## src/rtl/pll_reset_sequencer.sv

```systemverilog
// PLL reset pulse, lock qualification and ordered release of downstream reset stages,
// with lock-loss recovery, lock-timeout retry and a bounded retry budget.
module pll_reset_sequencer #(
    parameter int unsigned PLL_RST_CYCLES = 16,
    parameter int unsigned LOCK_TIMEOUT   = 65536,
    parameter int unsigned LOCK_STABLE    = 1024,
    parameter int unsigned STAGE_GAP      = 16,
    parameter int unsigned NUM_STAGES     = 3,
    parameter int unsigned MAX_RETRIES    = 3
) (
    input  logic                  clk_in1,
    input  logic                  reset,
    input  logic                  locked,
    input  logic                  restart_req,
    output logic                  pll_rst,
    output logic [NUM_STAGES-1:0] rst_out,
    output logic                  ready,
    output logic                  fail,
    output logic [7:0]            lock_loss_cnt,
    output logic [2:0]            state
);

    localparam int unsigned REL_CYCLES = STAGE_GAP * NUM_STAGES;
    localparam int unsigned MAX_AB     = (PLL_RST_CYCLES > LOCK_TIMEOUT) ? PLL_RST_CYCLES : LOCK_TIMEOUT;
    localparam int unsigned MAX_CD     = (LOCK_STABLE > REL_CYCLES) ? LOCK_STABLE : REL_CYCLES;
    localparam int unsigned MAX_ALL    = (MAX_AB > MAX_CD) ? MAX_AB : MAX_CD;
    localparam int unsigned CW         = $clog2(MAX_ALL) + 1;
    localparam int unsigned AW         = $clog2(MAX_RETRIES + 1);

    typedef enum logic [2:0] {
        S_PLL_RST   = 3'd0,
        S_WAIT_LOCK = 3'd1,
        S_STABLE    = 3'd2,
        S_RELEASE   = 3'd3,
        S_RUN       = 3'd4,
        S_FAIL      = 3'd5
    } state_t;

    state_t                state_q, state_d;
    logic [CW-1:0]         cnt_q, cnt_d;
    logic [AW-1:0]         attempt_q, attempt_d;
    logic                  pll_rst_q, pll_rst_d;
    logic [NUM_STAGES-1:0] rst_out_q, rst_out_d;
    logic                  ready_q, ready_d;
    logic                  fail_q, fail_d;
    logic [7:0]            llc_q, llc_d;
    logic                  sync1_q, locked_s;
    logic                  lost_c;

    // Two-flop synchronizer for the asynchronous lock flag.
    always_ff @(posedge clk_in1) begin
        if (reset) begin
            sync1_q  <= 1'b0;
            locked_s <= 1'b0;
        end else begin
            sync1_q  <= locked;
            locked_s <= sync1_q;
        end
    end

    // State and registered outputs.
    always_ff @(posedge clk_in1) begin
        if (reset) begin
            state_q   <= S_PLL_RST;
            cnt_q     <= '0;
            attempt_q <= '0;
            pll_rst_q <= 1'b1;
            rst_out_q <= '1;
            ready_q   <= 1'b0;
            fail_q    <= 1'b0;
            llc_q     <= '0;
        end else begin
            state_q   <= state_d;
            cnt_q     <= cnt_d;
            attempt_q <= attempt_d;
            pll_rst_q <= pll_rst_d;
            rst_out_q <= rst_out_d;
            ready_q   <= ready_d;
            fail_q    <= fail_d;
            llc_q     <= llc_d;
        end
    end

    assign lost_c = !locked_s && (state_q == S_RELEASE || state_q == S_RUN);

    // Next-state and next-output logic.
    always_comb begin
        state_d   = state_q;
        cnt_d     = cnt_q;
        attempt_d = attempt_q;
        pll_rst_d = pll_rst_q;
        rst_out_d = rst_out_q;
        ready_d   = ready_q;
        fail_d    = fail_q;
        llc_d     = llc_q;

        if (restart_req) begin
            state_d   = S_PLL_RST;
            pll_rst_d = 1'b1;
            rst_out_d = '1;
            ready_d   = 1'b0;
            fail_d    = 1'b0;
            if (state_q == S_FAIL) begin
                attempt_d = '0;
            end
        end else if (lost_c) begin
            state_d   = S_PLL_RST;
            pll_rst_d = 1'b1;
            rst_out_d = '1;
            ready_d   = 1'b0;
            if (llc_q != 8'hFF) begin
                llc_d = llc_q + 8'd1;
            end
        end else begin
            unique case (state_q)
                S_PLL_RST: begin
                    pll_rst_d = 1'b1;
                    rst_out_d = '1;
                    cnt_d     = cnt_q + CW'(1);
                    if (cnt_q == CW'(PLL_RST_CYCLES - 1)) begin
                        state_d   = S_WAIT_LOCK;
                        pll_rst_d = 1'b0;
                    end
                end
                S_WAIT_LOCK: begin
                    cnt_d = cnt_q + CW'(1);
                    if (locked_s) begin
                        state_d = S_STABLE;
                    end else if (cnt_q == CW'(LOCK_TIMEOUT - 1)) begin
                        attempt_d = attempt_q + AW'(1);
                        pll_rst_d = 1'b1;
                        if (attempt_d == AW'(MAX_RETRIES)) begin
                            state_d = S_FAIL;
                            fail_d  = 1'b1;
                        end else begin
                            state_d = S_PLL_RST;
                        end
                    end
                end
                S_STABLE: begin
                    cnt_d = cnt_q + CW'(1);
                    if (!locked_s) begin
                        state_d = S_WAIT_LOCK;
                    end else if (cnt_q == CW'(LOCK_STABLE - 1)) begin
                        state_d = S_RELEASE;
                    end
                end
                S_RELEASE: begin
                    cnt_d = cnt_q + CW'(1);
                    for (int k = 0; k < int'(NUM_STAGES); k++) begin
                        if (cnt_q == CW'(STAGE_GAP * (k + 1) - 1)) begin
                            rst_out_d[k] = 1'b0;
                        end
                    end
                    if (cnt_q == CW'(REL_CYCLES - 1)) begin
                        state_d   = S_RUN;
                        ready_d   = 1'b1;
                        attempt_d = '0;
                    end
                end
                S_RUN: begin
                end
                S_FAIL: begin
                    pll_rst_d = 1'b1;
                    rst_out_d = '1;
                    ready_d   = 1'b0;
                    fail_d    = 1'b1;
                end
                default: begin
                    state_d   = S_PLL_RST;
                    pll_rst_d = 1'b1;
                    rst_out_d = '1;
                    ready_d   = 1'b0;
                end
            endcase
        end

        // Every state change, including a forced restart, begins a fresh count.
        if (state_d != state_q || restart_req) begin
            cnt_d = '0;
        end
    end

    assign pll_rst       = pll_rst_q;
    assign rst_out       = rst_out_q;
    assign ready         = ready_q;
    assign fail          = fail_q;
    assign lock_loss_cnt = llc_q;
    assign state         = state_q;

endmodule

```

## config.mk

```make
export PLATFORM = sky130hd
export DESIGN_NAME = pll_reset_sequencer
export DESIGN_NICKNAME = d
export VERILOG_FILES = /design/src/rtl/pll_reset_sequencer.sv
export SDC_FILE = /design/constraint.sdc
export NUM_CORES = 1
export LEC_CHECK = 0
export CAP_MARGIN = 30
export CORE_UTILIZATION = 50
export DETAILED_ROUTE_END_ITERATION = 8
export GPL_ROUTABILITY_DRIVEN = 0
export HOLD_SLACK_MARGIN = 0.06
export PLACE_DENSITY = 0.72
export SLEW_MARGIN = 5
export SYNTH_ARGS = -nofsm -noshare
export SYNTH_HDL_FRONTEND = slang
export SYNTH_SLANG_ARGS = --single-unit
```

## constraint.sdc

```tcl
create_clock -name clk_in1 -period 2.4 [get_ports clk_in1]
set_input_delay 0.36 -clock clk_in1 [delete_from_list [all_inputs] [get_ports clk_in1]]
set_output_delay 0.36 -clock clk_in1 [all_outputs]
set_load 0.02 [all_outputs]
```

==> flow_summary.toml <==
[status]
status = "completed"

[floorplanning]
die_w_um = 67.3
core_um2 = 4060
die_area_um2 = 4530
floorplan.rows = 23
fp.dieH_um = 67.3
pin_count = 21
start_util = 0.525

[global_route]
grt_usage = 0.234
grt_pass1_wl_mm = 7.78
grt_max_degree = 18
grt_pass1_vias = 1695
grt_antenna_before_repair = 0
grt_overflow = 0

[pwr]
finalPower_mw = 1.17
power_density_nw_per_um2 = 436
irDropWorstVdd_mv = 0.326
p_leak_nw = 0.914

[setup_path]
required_ns = 2.62
cp_cell_sequence = "ha_4 > nand4_1 > nor3_2 > and4_1 > ha_2 > nand2b_1 > a21oi_2 > o21ai_2 > nor3_2 > buf_4 > nor4_4 > nor3_1"
criticalPathCategory = "register to register"
start_kind = "register"
crit_arrival_ns = 2.51
end_kind = "register"
cpPeakStageDelay_ns = 0.36
crit_top_cell = "nor3_2"
reg2regPathDepth = 12
worstPathMaxFanout = 5
worst_path_max_delay_cell = "dfxtp_2"

[clock_tree]
clk_pin_slew_ns = 0.08
cts.sinks = 38
clockBufferDepth = 2
cts.root.buffer_cell = "clkbuf_8"
cts_tree = "yes"
clk_latency_ns = 0.30
htree_levels = 2
cts_buffers = 5

[yosys]
ys_types = 61
synth_top_area_share = 0.357
synthXorXnorAreaFrac = 0.0822
ys_async_sr_fraction = 0
synth_top_family_by_area = "simple AND/OR/NAND/NOR gates"
synth_nets = 263
synth_compound_area_frac = 0.126
synth_area_leaders = "dfxtp_1 (36%), xnor2_1 (6.2%), nor2_1 (5.1%)"
ys_seq_area_frac = 0.357
synth.cell_area_um2 = 2130
synth_warnings = 0
synth_ff_type = "dfxtp_1"
ys_ff_latch = 38
synth.avg_cell_area_um2 = 8.39
synthMuxAreaShare = 0.0194
yosysTopAreaCell = "dfxtp_1"
syn_inst = 254
synth_adder_area_share = 0.0294
synth_simple_gate_area_frac = 0.343
synth_edf_count = 0

[route]
antenna_left = 0
wirelength_mm = 4.89
routedWlPerCell_um = 14.2
wirelength_met1_mm = 2.31
wl_met2_mm = 2.17
wl_met3_um = 284
drc = 0
viasPerCell = 5.63
dr.pass1.iters = 4
first_iter_violations = 185
topRoutingLayerUsed = "met4"
vias = 1935

[layout]
drive_gt1_frac = 0.214
nets = 302
area_growth_pct = 25.5
final_common_cell = "dfxtp_1"
insertedDiodeCount = 0
final_area_um2 = 2680
layout_common_cells = "dfxtp_1 (36), nor2_1 (29), buf_4 (21)"

[hold_path]
hold_depth = 1
hold_path.class = "register to register"

[sta]
fin_tns_setup_ns = 0
worstMarginPinSlew_ns = 0.627
hold_violations = 0
min_period_ns = 2.29
final_max_slew_viol_count = 0
period_share = 0.955
skew_ns = 0.0120
setup_viol = 0
fmax_ghz = 0.436
rsz0062_at_grt = "yes"
slew_headroom = 0.582

[placed_design]
dpl.hpwl_mm = 3.29
placed_area_um2 = 2480
port_buffers = 20

[run]
cap_violations = 0
## per-layer routing
metal  GRT usage  vias to the layer above
met5           0                        -
met4       0.112                        0
met3      0.0693                       10
met2       0.358                       51
met1       0.298                      899
li1            -                      975
## state kept, by name, indices dropped and copies added, names as in the netlist, 2 cells and up
| register | count |
|---|---|
| attempt_q | 2 |
| cnt_q | 17 |
| lock_loss_cnt | 8 |
| rst_out | 3 |
| state | 3 |
## worst max-delay path, delay by kind of cell, from the launching register on
| kind | cells | cell delay (ns) |
|---|---|---|
| AOI/OAI and AO/OA | 2 | 0.24 |
| adders and majority gates | 2 | 0.33 |
| buffers and inverters | 1 | 0.18 |
| DFF | 1 | 0.36 |
| and+or+nand+nor | 7 | 1.11 |
## area by class of cell
cell class	count	area [µm²]
Sequential cell	38	763
Inverter	8	30.0
Multi-Input combinational cell	198	1350
Tap cell	50	62.6
Clock inverter	1	5.00
Clock buffer	7	86.3
Fill cell	337	1380
Timing Repair Buffer	42	378
## cells in the mapped netlist (all sizes together) (3+ instances only)
library cell / number
nand2b: 4
o21a: 3
nand3: 11
nor3: 15
nor3b: 5
nor2: 35
nand4: 7
a21oi: 14
inv: 8
xnor2: 15
nand2: 18
dfxtp: 38
xor2: 5
mux2i: 3
nor4: 3
buf: 6
or2: 3
nor2b: 4
clkbuf: 5
o21ai: 11
ha: 5
or3: 7
## per-stage QoR
stage	hold slack, ns	setup slack, ns	util	cells
detailed placement	0.437	0.0593	0.612	331
finish	0.450	0.107	0.659	344
global route	0.477	-0.0901	0.659	344
global placement	0.433	0.170	0.612	331
CTS	0.455	0.0334	0.635	339
floorplan	0.414	0.0488	-	254
## power breakdown
group	internal (mW)	switching [mW]	leakage (nW)
logic	0.0271	0.0344	0.558
registers	0.634	0.00430	0.308
clock network	0.232	0.235	0.0482
## path summary, 6_finish.rpt
check,endpoint,start,slack [ns]
max,cnt_q[16],cnt_q[0],0.11
max reg2reg,cnt_q[16],cnt_q[0],0.11
min reg2reg,locked_s,sync1_q,0.45
min,locked_s,sync1_q,0.45
## cell families (layout without fill, tap and decap cells)
group / count (synthesis) / after routing
compound gates: 41 / 41
xor+xnor: 20 / 20
fa+ha+maj: 5 / 5
buf+inv: 19 / 58
flops: 38 / 38
mux: 4 / 4
simple gates: 127 / 128
## what timing repair did
item	CTS	global route
gates resized for setup	0	14
endpoints found under the setup margin	0	11
endpoints found under the hold margin	0	0
setup buffers	0	4
hold buffers	0	0
Note: power is estimated with default switching activity, not from simulation.
